===== src/rtl/tdm_demux.sv =====
// ---------------------------------------------------------------------------
// tdm_demux
//
// Receive-side demultiplexer for a time-division serial stream. The
// transmitter sends one bit per slot, slot 0 first, with frame_sync marking
// slot 0. The block tracks the slot index and aligns to the sync marker with
// a HUNT -> CHECK -> LOCK state machine. While locked it presents each
// completed frame as a registered parallel word with a one-cycle strobe.
//
// Ports:
//   clk        in   1      rising-edge clock
//   rst_n      in   1      synchronous active-low reset
//   din        in   1      serial data bit for the current slot
//   din_valid  in   1      qualifies din and frame_sync
//   frame_sync in   1      marks the slot-0 bit of a frame
//   Y          out  N_CH   recovered frame word, Y[k] = bit from slot k
//   y_valid    out  1      one-cycle pulse when Y updates
//   S          out  SEL_W  slot index expected for the next valid bit
//   locked     out  1      high while in LOCK
//   sync_err   out  1      one-cycle pulse on a sync placement error
// ---------------------------------------------------------------------------
module tdm_demux #(
    parameter int N_CH           = 4,
    parameter int SEL_W          = 2,
    parameter int FRAMES_TO_LOCK = 2,
    parameter int MISS_TO_UNLOCK = 2
) (
    input  logic             clk,
    input  logic             rst_n,
    input  logic             din,
    input  logic             din_valid,
    input  logic             frame_sync,
    output logic [N_CH-1:0]  Y,
    output logic             y_valid,
    output logic [SEL_W-1:0] S,
    output logic             locked,
    output logic             sync_err
);

    localparam int GOOD_W = $clog2(FRAMES_TO_LOCK + 1);
    localparam int MISS_W = $clog2(MISS_TO_UNLOCK + 1);

    localparam logic [SEL_W-1:0]  LAST_SLOT  = SEL_W'(N_CH - 1);
    localparam logic [GOOD_W-1:0] GOOD_LOCK  = GOOD_W'(FRAMES_TO_LOCK);
    localparam logic [MISS_W-1:0] MISS_LIMIT = MISS_W'(MISS_TO_UNLOCK);

    typedef enum logic [1:0] {
        HUNT,
        CHECK,
        LOCK
    } state_t;

    state_t            state;
    logic [N_CH-1:0]   frame;
    logic [GOOD_W-1:0] good_cnt;
    logic [MISS_W-1:0] miss_cnt;

    logic              slot0;
    logic              lock_err;
    logic [GOOD_W-1:0] good_next;
    logic [MISS_W-1:0] miss_next;
    logic              unlock;
    logic [N_CH-1:0]   full_frame;

    always_comb begin
        slot0      = (S == '0);
        // In LOCK a sample is wrong if sync is missing at slot 0 or present
        // anywhere else; either case counts as a single miss.
        lock_err   = slot0 ? !frame_sync : frame_sync;
        good_next  = good_cnt + 1'b1;
        miss_next  = miss_cnt + 1'b1;
        unlock     = lock_err && (miss_next == MISS_LIMIT);
        // The last-slot bit is merged directly so Y updates on the same edge
        // that samples it.
        full_frame            = frame;
        full_frame[LAST_SLOT] = din;
    end

    always_ff @(posedge clk) begin
        if (!rst_n) begin
            state    <= HUNT;
            frame    <= '0;
            good_cnt <= '0;
            miss_cnt <= '0;
            S        <= '0;
            Y        <= '0;
            y_valid  <= 1'b0;
            locked   <= 1'b0;
            sync_err <= 1'b0;
        end else begin
            y_valid  <= 1'b0;
            sync_err <= 1'b0;
            if (din_valid) begin
                case (state)
                    HUNT: begin
                        if (frame_sync) begin
                            frame[0] <= din;
                            S        <= SEL_W'(1);
                            good_cnt <= GOOD_W'(1);
                            state    <= CHECK;
                        end
                    end

                    CHECK: begin
                        if (frame_sync) begin
                            // Any sync restarts a frame at slot 0; only a
                            // correctly placed one advances toward lock.
                            frame[0] <= din;
                            S        <= SEL_W'(1);
                            if (slot0) begin
                                good_cnt <= good_next;
                                if (good_next == GOOD_LOCK) begin
                                    state    <= LOCK;
                                    locked   <= 1'b1;
                                    miss_cnt <= '0;
                                end
                            end else begin
                                sync_err <= 1'b1;
                                good_cnt <= GOOD_W'(1);
                            end
                        end else if (slot0) begin
                            sync_err <= 1'b1;
                            S        <= '0;
                            state    <= HUNT;
                        end else begin
                            frame[S] <= din;
                            S        <= S + 1'b1;
                        end
                    end

                    LOCK: begin
                        if (lock_err) begin
                            sync_err <= 1'b1;
                        end
                        if (unlock) begin
                            state    <= HUNT;
                            locked   <= 1'b0;
                            S        <= '0;
                            miss_cnt <= '0;
                            frame    <= '0;
                        end else begin
                            // Counter free-runs; syncs never realign it here.
                            frame[S] <= din;
                            S        <= S + 1'b1;
                            if (lock_err) begin
                                miss_cnt <= miss_next;
                            end else if (slot0) begin
                                miss_cnt <= '0;
                            end
                            if (S == LAST_SLOT) begin
                                Y       <= full_frame;
                                y_valid <= 1'b1;
                            end
                        end
                    end

                    default: begin
                        state <= HUNT;
                        S     <= '0;
                    end
                endcase
            end
        end
    end

endmodule


===== config.mk =====
export PLATFORM = sky130hd
export DESIGN_NAME = tdm_demux
export DESIGN_NICKNAME = d
export VERILOG_FILES = /design/src/rtl/tdm_demux.sv
export SDC_FILE = /design/constraint.sdc
export NUM_CORES = 1
export LEC_CHECK = 0
export ABC_AREA = 1
export CAP_MARGIN = 25
export CORE_UTILIZATION = 49
export DETAILED_ROUTE_END_ITERATION = 7
export MAX_ROUTING_LAYER = met4
export PLACE_DENSITY = 0.73
export SLEW_MARGIN = 40
export SYNTH_ARGS = -nofsm -noshare
export SYNTH_HDL_FRONTEND = slang
export SYNTH_SLANG_ARGS = --single-unit

===== constraint.sdc =====
create_clock -name clk -period 1.75 [get_ports clk]
set_input_delay 0.175 -clock clk [delete_from_list [all_inputs] [get_ports clk]]
set_output_delay 0.175 -clock clk [all_outputs]
set_load 0.1 [all_outputs]

==> impl_metrics.env <==
export IMPL_drive_gt1_share_pct=20.8
export IMPL_grt_max_degree=12
export IMPL_grt_pass1_vias=886
export IMPL_status="complete, no violations"
export IMPL_port_buffers=13
export IMPL_htreeDepth=1
export IMPL_grt_use_total_pct=21.0
export IMPL_worst_path_max_delay_cell="dfxtp_4"
export IMPL_drv_cap=0
export IMPL_placedCellCount=205
export IMPL_min_period_ns=1.65
export IMPL_fillers=212
export IMPL_fin_crit_sh_pct=94.1
export IMPL_row_count=17
export IMPL_cts_tree="built"
export IMPL_hp_class="flip-flop to flip-flop"
export IMPL_vias=1040
export IMPL_worst_ep_arrival_time_ns=1.84
export IMPL_die_x_um=50.2
export IMPL_hold_buffers=0
export IMPL_end_kind="flip-flop"
export IMPL_critPathMaxStageDelay_ns=0.39
export IMPL_place_hpwl_um=1830
export IMPL_routabilityCongestion=0.857
export IMPL_synth_seq_cells=18
export IMPL_max_clock_freq_mhz=607
export IMPL_antenna_found_initial=0
export IMPL_grt_overflow=0
export IMPL_finalHoldViolCount=0
export IMPL_cts_sinks=18
export IMPL_final_cell_area_um2=1360
export IMPL_initial_core_util_pct=51.9
export IMPL_p_per_area_nw_per_um2=858
export IMPL_fin_cells=211
export IMPL_synthFlopType="dfxtp_1"
export IMPL_critical_path_top_delay_family="simple AND/OR/NAND/NOR gates"
export IMPL_slew_viol_final=0
export IMPL_dpl_cell_area_um2=1310
export IMPL_ioPinCount=14
export IMPL_finClkSkew_ns=0.0171
export IMPL_die_y_um=50.2
export IMPL_required_ns=1.94
export IMPL_grt_pass1_wl_um=3920
export IMPL_finalWirelength_um=2360
export IMPL_final_setup_viol_count=0
export IMPL_vdd_ir_drop_max_uv=520
export IMPL_clkTransAtPathRegs_ns=0.12
export IMPL_drc=0
export IMPL_drtIter0Drc=11
export IMPL_max_slew_margin_pct=75.6
export IMPL_syn_to_final_growth_pct=19.7
export IMPL_synth_cell_area_um2=1140
export IMPL_cts_root_buf="clkbuf_4"
export IMPL_final_nets=202
export IMPL_insertion_delay_ns=0.31
export IMPL_cpMostUsedCell="ha_4"
export IMPL_syn_inst=164
export IMPL_synth_fp_nets=182
export IMPL_synth_cell_types=19
export IMPL_seq_area_frac_synth_pct=31.7
export IMPL_antennaDiodeCount=0
export IMPL_start_kind="flip-flop"
export IMPL_yosysWarnings=0
export IMPL_via_per_inst=4.93
export IMPL_worstMarginPinSlew_ns=0.366
export IMPL_firstDrtPassIters=4
export IMPL_syn_area_per_cell_um2=6.93
export IMPL_clock_path_buffers=2
export IMPL_synthArstFlopShare_pct=0
export IMPL_critical_path_class="flip-flop to flip-flop"
export IMPL_synth_edff_count=0
export IMPL_wl_per_cell_um=11.2
export IMPL_fp_coreArea_um2=2190
export IMPL_ant_nets=0
export IMPL_numCtsBuffers=3
export IMPL_die_area_um2=2520
export IMPL_leakage_nw=0.644
export IMPL_cp_buffers_inverters=3
export IMPL_crit_chain="inv_4 -> ha_4 -> inv_2 -> ha_4 -> nand2_2 -> nand2_4 -> buf_4 -> nor3_1 -> nor2_1"
export IMPL_cp_max_fo=7
-- layer usage --
metal / GRT usage, % / part of all wire [%]
met3: 3.64 / 4.9
met5: - / 0
met4: 7.14 / 1.1
met1: 27.2 / 48
met2: 32.7 / 45
-- kinds of logic (layout without fill, tap and decap cells) --
family	count (synthesis)	after routing	synth area share, %
compound gates	20	20	9.03
simple gates	89	89	35.4
buf+inv	24	43	9.58
flops	18	18	31.7
fa+ha+maj	13	13	14.3
-- final cells by class --
class / instances / area [um2] / area share [%]
tap: 28 / 35.0 / 2.58
clock buffer: 4 / 36.3 / 2.67
inverter: 21 / 81.3 / 5.98
timing repair buffer: 18 / 145 / 10.7
multi-input combinational: 122 / 694 / 51.1
sequential: 18 / 368 / 27.0
-- synth_stat cells (2+ instances only) --
cell type	n	share of area [%]
inv_1	19	6.3
nor2_4	2	2.0
ha_1	13	14
nor3_1	3	1.3
nand2_2	6	3.3
inv_2	2	0.66
nand2_1	36	12
nor2_1	26	8.6
o21ai_0	8	3.5
dfxtp_1	18	32
a21oi_1	11	4.8
nand3_1	13	5.7
-- cells in the final DEF, fill, tap and decap left out --
cell type | netlist | final
nor2_1 | 26 | 26
clkdlybuf4s50_1 | 0 | 4
nand3b_1 | 1 | 1
a21o_1 | 1 | 1
clkbuf_8 | 1 | 1
a21oi_1 | 11 | 11
dfxtp_4 | 0 | 2
nor2_4 | 2 | 2
ha_4 | 0 | 2
nor3_2 | 1 | 1
dfxtp_1 | 18 | 16
buf_4 | 0 | 14
clkbuf_4 | 0 | 3
o21ai_0 | 8 | 8
inv_2 | 2 | 4
inv_1 | 19 | 16
nor3_1 | 3 | 3
nand2_1 | 36 | 36
ha_1 | 13 | 10
nand2_2 | 6 | 6
nand2_4 | 1 | 1
inv_4 | 0 | 1
nand3_1 | 13 | 13
ha_2 | 0 | 1
-- metrics by stage --
stage                     worst slack (ns)  total power, mW  util (%)  hold WS (ns)  setup TNS (ns)
after global routing              -0.00139             1.24      62.1         0.495        -0.00139
after global placement              0.0859            0.885      59.6         0.440               0
after CTS                           0.0782             1.16      61.3         0.462               0
after detailed placement            0.0368            0.891      59.6         0.447               0
after floorplan                     0.0301            0.808         -         0.306               0
final                                0.103             1.17      62.1         0.464               0
-- final timing paths --
check / startpoint / endpoint / slack (ns) / cells past startpoint
worst max-delay path: S[0] / Y[0] / 0.10 / 9
worst min-delay path: frame[1] / Y[1] / 0.46 / 2
worst min register to register: frame[1] / Y[1] / 0.46 / 2
worst max register to register: S[0] / Y[0] / 0.10 / 9
-- tightest hold or removal path, delay by kind of cell, from the launching register on --
family,cells,cell delay [ns]
DFF,1,0.31
buffers and inverters,1,0.06
AOI/OAI and AO/OA,1,0.06
-- report_power, final --
group | internal, mW | switching (mW)
combinational | 0.153 | 0.283
sequential | 0.439 | 0.0241
clock | 0.127 | 0.141
-- flip-flops by register name (all words and copies together), names as in the netlist --
| register | count |
|---|---|
| good_cnt | 2 |
| S | 2 |
| miss_cnt | 2 |
| sync_err | 1 |
| locked | 1 |
| y_valid | 1 |
| state | 2 |
| frame | 3 |
| Y | 4 |
-- what timing repair did --
item,4_1_cts,5_1_grt
resized for setup,0,2
setup buffers,0,2
hold endpoints to repair,0,0
endpoints found under the setup margin,0,7
Note: power is estimated with default switching activity, not from simulation.
